--- src/rtl/decode_stage.sv ---
// Instruction decode stage: splits the word into fields, extends the immediate
// by mode, and buffers bundles in an output register plus a skid register.
module decode_stage #(
  parameter int OP_W   = 6,
  parameter int REG_W  = 2,
  parameter int IMM_W  = 12,
  parameter int DATA_W = 24,
  parameter int CNT_W  = 16,
  parameter int INSTR_W = OP_W + 3*REG_W + IMM_W
) (
  input  logic               clk,
  input  logic               reset_n,
  input  logic               flush,
  input  logic               in_valid,
  output logic               in_ready,
  input  logic [INSTR_W-1:0] instr,
  output logic               out_valid,
  input  logic               out_ready,
  output logic [OP_W-1:0]    op,
  output logic [REG_W-1:0]   rs1,
  output logic [REG_W-1:0]   rs2,
  output logic [REG_W-1:0]   rd,
  output logic [DATA_W-1:0]  imm,
  output logic [1:0]         imm_mode,
  output logic [CNT_W-1:0]   retired
);

  localparam int LONG_W = IMM_W + 3*REG_W;

  typedef struct packed {
    logic [OP_W-1:0]   op;
    logic [REG_W-1:0]  rs1;
    logic [REG_W-1:0]  rs2;
    logic [REG_W-1:0]  rd;
    logic [DATA_W-1:0] imm;
    logic [1:0]        mode;
  } bundle_t;

  bundle_t           dec;
  bundle_t           out_q, out_d;
  bundle_t           skid_q, skid_d;
  logic              out_valid_q, out_valid_d;
  logic              skid_valid_q, skid_valid_d;
  logic              in_ready_q, in_ready_d;
  logic [CNT_W-1:0]  retired_q, retired_d;
  logic              in_hs, out_hs;

  logic signed [IMM_W-1:0]  imm_field;
  logic signed [LONG_W-1:0] long_field;

  assign imm_field  = instr[IMM_W-1:0];
  assign long_field = instr[LONG_W-1:0];

  always_comb begin
    dec      = '0;
    dec.op   = instr[INSTR_W-1 -: OP_W];
    dec.rs1  = instr[INSTR_W-OP_W-1 -: REG_W];
    dec.rs2  = instr[INSTR_W-OP_W-REG_W-1 -: REG_W];
    dec.rd   = instr[IMM_W+REG_W-1 -: REG_W];
    dec.mode = dec.op[OP_W-1 -: 2];
    case (dec.mode)
      2'b00:   dec.imm = '0;
      2'b01:   dec.imm = DATA_W'(imm_field);
      2'b10:   dec.imm = DATA_W'($unsigned(imm_field));
      default: dec.imm = DATA_W'(long_field);
    endcase
  end

  // in_ready_q always mirrors !skid_valid_q, so an accepted word never meets a full skid.
  assign in_hs  = in_valid && in_ready_q;
  assign out_hs = out_valid_q && out_ready;

  always_comb begin
    out_d        = out_q;
    skid_d       = skid_q;
    out_valid_d  = out_valid_q;
    skid_valid_d = skid_valid_q;
    retired_d    = retired_q;
    if (flush) begin
      out_valid_d  = 1'b0;
      skid_valid_d = 1'b0;
    end else begin
      if (out_hs) begin
        retired_d = retired_q + CNT_W'(1);
        if (skid_valid_q) begin
          out_d        = skid_q;
          skid_valid_d = 1'b0;
        end else if (in_hs) begin
          out_d = dec;
        end else begin
          out_valid_d = 1'b0;
        end
      end else if (in_hs) begin
        if (!out_valid_q) begin
          out_d       = dec;
          out_valid_d = 1'b1;
        end else begin
          skid_d       = dec;
          skid_valid_d = 1'b1;
        end
      end
    end
    in_ready_d = !skid_valid_d;
  end

  always_ff @(posedge clk or negedge reset_n) begin
    if (!reset_n) begin
      out_q        <= '0;
      skid_q       <= '0;
      out_valid_q  <= 1'b0;
      skid_valid_q <= 1'b0;
      in_ready_q   <= 1'b1;
      retired_q    <= '0;
    end else begin
      out_q        <= out_d;
      skid_q       <= skid_d;
      out_valid_q  <= out_valid_d;
      skid_valid_q <= skid_valid_d;
      in_ready_q   <= in_ready_d;
      retired_q    <= retired_d;
    end
  end

  assign in_ready  = in_ready_q;
  assign out_valid = out_valid_q;
  assign op        = out_q.op;
  assign rs1       = out_q.rs1;
  assign rs2       = out_q.rs2;
  assign rd        = out_q.rd;
  assign imm       = out_q.imm;
  assign imm_mode  = out_q.mode;
  assign retired   = retired_q;

endmodule

--- config.mk ---
export PLATFORM = sky130hd
export DESIGN_NAME = decode_stage
export DESIGN_NICKNAME = d
export VERILOG_FILES = /design/src/rtl/decode_stage.sv
export SDC_FILE = /design/constraint.sdc
export NUM_CORES = 1
export LEC_CHECK = 0
export ABC_AREA = 1
export CELL_PAD_IN_SITES_DETAIL_PLACEMENT = 1
export CELL_PAD_IN_SITES_GLOBAL_PLACEMENT = 2
export CORE_MARGIN = 4
export CORE_UTILIZATION = 29
export DETAILED_ROUTE_END_ITERATION = 16
export GPL_TIMING_DRIVEN = 0
export PLACE_DENSITY_LB_ADDON = 0.1
export SLEW_MARGIN = 20
export SYNTH_ARGS = -nofsm -noshare
export SYNTH_HDL_FRONTEND = slang
export SYNTH_SLANG_ARGS = --single-unit
--- constraint.sdc ---
create_clock -name clk -period 1.7 [get_ports clk]
set_input_delay 0.34 -clock clk [delete_from_list [all_inputs] [get_ports clk]]
set_output_delay 0.34 -clock clk [all_outputs]
set_load 0.005 [all_outputs]
==> qor.txt, run 1 <==
# diodes: 0
Comb pwr share: 0.226
Synth Register Bits: 79
switch share: 0.269
final worst-path cycle share: 0.968
Fmax: 608 MHz
Slew @ Worst Pin: 0.486 ns
slew margin rel.: 0.676
most instantiated cells after synthesis: nand2_1, dfrtp_1, nor2_1
Internal: 4.03 mW
Crit path largest cell delay: 0.54 ns
Area growth, synth to finish: 39.2%
count leader, synth: nand2_1
first-pass GRT wire length: 17.8 mm
Critical Path Source Type: flop
Pleak: 2.31 nW
max-slew violations: 0
DRT Wirelength: 10.7 mm
Main synth FF type: dfrtp_1
Die W: 120 um
fin crit period: 1.65 ns
GR Overflow Total: 0
setup TNS: 0 ns
deepest clock path buffer count: 2
CTS Buf Count: 9
port buffer count: 84
endpoints failing setup: 0
Mapped Area: 0.00367 mm^2
area leader, netlist: dfrtp_1
CTS tree: built
MaxCap Viol Count: 0
Clk Latency, worst-skew pair: 0.34 ns
sequential area share after synthesis: 0.539
sequential share of power: 0.449
Die Footprint: 0.0145 mm^2
Avg Cell Area, Syn: 8.21 um^2
HPWL after detailed placement: 7.75 mm
post-DR wirelength/cell: 14.8 um
Clk pin slew, worst setup/hold paths: 0.06 ns
Switch Pwr: 1.48 mW
DRC: 0
Peak VDD IR: 496 uV
share of cells above drive strength 1: 0.105
Post-synth EDFFs: 0
crit-path cells: clkdlybuf4s50_1
worst path required time: 1.36 ns
vias in the first global route: 3494
DRT antenna net count: 0
largest net degree at the start of global routing: 48
clock power share: 0.325
crit path buf inv count: 1
Core ar.: 0.0122 mm^2
total global-route track usage: 0.156
Die H: 120 um
status: finished clean
Yosys cell types: 25
GP Congestion: 0.753
PwrDens: 1080 mW/mm^2
initial antenna violation count: 0
Starting Density: 0.301
min-delay worst type: input pin to flop
Post-Synthesis Cells: 447
critical path arrival: 1.31 ns
# H-tree levels: 3
placed cell area: 0.00475 mm^2
DRT Pass-1 Iters: 4
Vias/cell: 4.49
Rows: 40
clock sinks: 79
# nets final: 579
CP Max Fanout: 5
Hold Violations, Final: 0
CP max stage cell: clkdlybuf4s50_1
YS warnings: 0
root buffer cell: clkbuf_16
io pins: 85
vias post-DR: 3231
crit end category: primary output
top-area cell type share of the netlist area: 0.532
Setup CP Type: flop to primary output
final instance area: 0.00511 mm^2
asr flop ratio synth: 1.00
Final Skew: 0.00594 ns
Post-Syn Nets: 477
cell family with most CP delay: buffers and inverters
1st-iter DRT viols: 111
Synth area leaders: dfrtp_1, nand2_1, o21ai_0, nor2_1, inv_1
## logic make-up (layout without fill, tap and decap cells)
| family | count (synthesis) | in the layout | share of synthesized area |
|---|---|---|---|
| AOI/OAI and AO/OA | 99 | 99 | 0.143 |
| adders and majority gates | 1 | 1 | 0.00341 |
| xor gates and xnor gates | 10 | 10 | 0.0239 |
| buffers and inverters | 84 | 189 | 0.0985 |
| DFF | 79 | 79 | 0.539 |
| and+or+nand+nor | 174 | 174 | 0.192 |
## timing repair
action | CTS | global route
endpoints found under the setup margin | 49 | 73
endpoints found under the hold margin | 31 | 0
gates cloned | 0 | 0
hold buffers | 1 | 0
pin swaps | 1 | 1
buffers inserted | 3 | 2
resized for setup | 14 | 18
## per-layer routing
layer | share of wire | up-vias | GRT usage
li1 | - | 1596 | -
met1 | 0.46 | 1558 | 0.202
met5 | 0 | - | 0
met2 | 0.46 | 63 | 0.246
met3 | 0.052 | 14 | 0.0426
met4 | 0.021 | 0 | 0.0673
## sequential cells by signal, indices dropped and copies added (netlist names)
| register | cells |
|---|---|
| out_valid | 1 |
| skid_valid_q | 1 |
| retired | 16 |
| skid_q | 30 |
| op | 5 |
| imm | 18 |
| rs2 | 2 |
| imm_mode | 1 |
| rs1 | 2 |
| rd | 2 |
| in_ready | 1 |
## layout by cell type (no fill, tap or decap), drive strengths merged, types with 3 or more instances in the layout
cell           instances
inv                   57
a21oi                 31
nand4                  4
xor2                   3
buf                   27
xnor2                  7
o21ai                 58
dlygate4sd2            4
nand3                 12
o21a                   9
dfrtp                 78
nand2                 97
dlymetal6s2s           6
nor2                  60
clkbuf                19
clkdlybuf4s50         73
## per-stage QoR
stage	hold WS [ns]	power, mW	cells	worst slack [ns]	utilization
floorplan	0.0444	3.01	447	0.357	-
global placement	0.467	3.71	699	-2.81	0.387
detailed placement	0.339	3.76	700	-0.459	0.389
CTS	0.501	5.59	718	-0.0330	0.414
global route	0.354	5.87	720	-0.00338	0.418
finish	0.340	5.52	720	0.0545	0.418
## power by group through the flow
stage               Combinational [mW]  Clock [mW]  Sequential (mW)
floorplan                        0.518           0             2.49
global placement                  1.21           0             2.50
detailed placement                1.25           0             2.51
CTS                               1.27        1.84             2.48
global route                      1.41        1.92             2.54
finish                            1.24        1.79             2.48
## worst register-to-register path: cells and delay by family (launching register included)
| family | cells | cell delay, ns |
|---|---|---|
| simple gates | 3 | 0.50 |
| compound gates | 1 | 0.07 |
| buf+inv | 2 | 0.37 |
| flops | 1 | 0.53 |
## worst paths after layout
kind / from / to / slack [ns] / cells after the start
worst max-delay path: retired[14]$_DFFE_PN0P_ / retired[14] / 0.05 / 1
worst min-delay path: flush / out_valid$_DFFE_PN0P_ / 0.34 / 2
worst max register to register: in_ready$_DFF_PN1_ / skid_q[9]$_DFFE_PN0P_ / 0.15 / 6
worst min register to register: skid_q[36]$_DFFE_PN0P_ / skid_q[36]$_DFFE_PN0P_ / 0.50 / 2
max in group asynchronous: reset_n / skid_q[3]$_DFFE_PN0P_ / 0.59 / 3
min in group asynchronous: reset_n / rs2[1]$_DFFE_PN0P_ / 0.51 / 2
## final cells by class
| class | count | area, um^2 |
|---|---|---|
| clock buffer | 13 | 260 |
| clock inverter | 1 | 5.00 |
| buffer | 26 | 163 |
| tap | 168 | 210 |
| sequential | 79 | 1980 |
| fill | 1492 | 7100 |
| multi-input combinational | 284 | 1350 |
| timing repair buffer | 91 | 923 |
| inverter | 58 | 220 |
Power figures use the tool's default switching activity.
==> run 2: changes to the inputs <==
CAP_MARGIN = 25   (was default)
GPL_ROUTABILITY_DRIVEN = 0   (was default)
==> run 2 against run 1 <==
  * Final cell count unchanged
  * Critical path type unchanged
  * Design area unchanged
  * Clock skew is the same
  * Register-to-register slack barely moved
  * Global-route usage stayed put
  * Setup slack did not move
  * Sequential power barely moved
  * Count of clock-buffer cells in the layout is the same
  * Largest cell class unchanged
  * First-iteration DRC count did not move
==> qor.txt, run 2 (synthesis gave the netlist of run 1 again) <==
status: finished clean
Die H: 120 um (unchanged)
Util after Layout: 0.418 (unchanged)
Clk pin slew, worst setup/hold paths: 0.06 ns (about the same)
GR Overflow Total: 0 (unchanged)
Non-Filler Instances: 720 (unchanged)
Pleak: 2.31 nW (unchanged)
min-delay worst type: input pin to flop
WHS Endpoint: out_valid$_DFFE_PN0P_
Core ar.: 0.0122 mm^2 (unchanged)
Vias/cell: 4.49 (unchanged)
Clk Latency, worst-skew pair: 0.34 ns (about the same)
Tot Pwr: 5.52 mW (unchanged)
Sequential cell area: 0.00198 mm^2 (unchanged)
Die Footprint: 0.0145 mm^2 (unchanged)
placed cell area: 0.00475 mm^2 (unchanged)
HP Start: flush
CP max stage cell: clkdlybuf4s50_1
clock sinks: 79 (unchanged)
R2R Path End: skid_q[9]$_DFFE_PN0P_
port buffer count: 84 (unchanged)
total global-route track usage: 0.156 (unchanged)
CTS Buf Count: 9 (unchanged)
Hold Violations, Final: 0 (unchanged)
area taken by multi-input logic gates: 0.00135 mm^2 (unchanged)
max-slew violations: 0 (unchanged)
CTS tree: built
DRC: 0 (unchanged)
launching point of the worst reg2reg path: in_ready$_DFF_PN1_
crit end category: primary output
Critical Path Source Type: flop
endpoints failing setup: 0 (unchanged)
crit-path cells: clkdlybuf4s50_1
vias in the first global route: 3494 (unchanged)
FF-to-FF setup slack: 0.15 ns (about the same)
Die W: 120 um (unchanged)
slew margin rel.: 0.676 (unchanged)
Rows: 40 (unchanged)
worst path required time: 1.36 ns (about the same)
Largest register FFs: 30 (unchanged)
Reg with most FFs: skid_q
# H-tree levels: 3 (unchanged)
MaxCap Viol Count: 0 (unchanged)
FILL cells: 1492 (unchanged)
critical path arrival: 1.31 ns (about the same)
Fin Hold WS: 0.340 ns (unchanged)
# diodes: 0 (unchanged)
Slew @ Worst Pin: 0.486 ns (unchanged)
setup slack at placement: -0.459 ns (unchanged)
vias post-DR: 3231 (unchanged)
io pins: 85 (unchanged)
first-pass GRT wire length: 17.8 mm (unchanged)
initial antenna violation count: 0 (unchanged)
CP Max Fanout: 5 (unchanged)
setup slack after layout: 0.0545 ns (unchanged)
r2r worst-path depth: 6 (unchanged)
DRT Wirelength: 10.7 mm (unchanged)
setup TNS: 0 ns (unchanged)
Starting Density: 0.301 (unchanged)
most frequent cells in the layout: nand2_1, dfrtp_1, clkdlybuf4s50_1, nor2_1, o21ai_0
final instance area: 0.00511 mm^2 (unchanged)
PwrDens: 1080 mW/mm^2 (unchanged)
DRT Pass-1 Iters: 4 (unchanged)
Setup CP Type: flop to primary output
post-DR wirelength/cell: 14.8 um (unchanged)
DRT antenna net count: 0 (unchanged)
share of cells above drive strength 1: 0.105 (unchanged)
hold path depth: 2 (unchanged)
largest net degree at the start of global routing: 48 (unchanged)
HPWL after detailed placement: 7.75 mm (unchanged)
Peak VDD IR: 496 uV (unchanged)
Area growth, synth to finish: 39.2% (unchanged)
Fmax: 608 MHz (unchanged)
fin crit period: 1.65 ns (unchanged)
1st-iter DRT viols: 111 (unchanged)
deepest clock path buffer count: 2 (unchanged)
# nets final: 579 (unchanged)
crit path buf inv count: 1 (unchanged)
root buffer cell: clkbuf_16
most common cell after layout, fill and taps aside: nand2_1
final worst-path cycle share: 0.968 (unchanged)
cell family with most CP delay: buffers and inverters
Crit path largest cell delay: 0.54 ns (about the same)
Final Skew: 0.00594 ns (unchanged)
Inst Count DP: 700 (unchanged)
run 2: worst max-delay path by stage:
stage / slack (ns) / endpoint / cells past startpoint / startpoint
after floorplan: 0.36 / retired[10]$_DFFE_PN0P_ / 7 / retired[0]$_DFFE_PN0P_
after global placement: -2.81 / retired[10]$_DFFE_PN0P_ / 1 / reset_n
after detailed placement: -0.46 / imm[0]$_DFFE_PN0P_ / 6 / instr[22]
after CTS: -0.03 / skid_q[37]$_DFFE_PN0P_ / 7 / flush
after global routing: -0.003 / retired[14]$_DFFE_PN0P_ / 8 / retired[0]$_DFFE_PN0P_
final: 0.05 / retired[14] / 1 / retired[14]$_DFFE_PN0P_
run 2: layer usage:
layer / wire (um) / global-route usage / up-vias
met5: 0 / 0 / -
met4: 226 / 0.0673 / 0
met3: 558 / 0.0426 / 14
met2: 4960 / 0.246 / 63
met1: 4930 / 0.202 / 1558
li1: - / - / 1596
run 2: what timing repair did:
action,in CTS,in global routing
endpoints found under the setup margin,49,73
endpoints found under the hold margin,31,0
buffers inserted,3,2
pin swaps,1,1
hold buffers,1,0
gates resized for setup,14,18
run 2: layout make-up:
| class | instances | area share |
|---|---|---|
| Buffer | 26 | 0.0318 |
| Timing Repair Buffer | 91 | 0.181 |
| Clock buffer | 13 | 0.0509 |
| Inverter | 58 | 0.0431 |
| Clock inverter | 1 | 0.000979 |
| Sequential cell | 79 | 0.388 |
| Tap cell | 168 | 0.0411 |
| Multi-Input combinational cell | 284 | 0.263 |
run 2: power breakdown:
group	leakage, nW	switching, mW	internal, mW
clock network	0.132	0.741	1.05
logic	1.23	0.535	0.709
registers	0.953	0.208	2.27
total	2.31	1.48	4.03
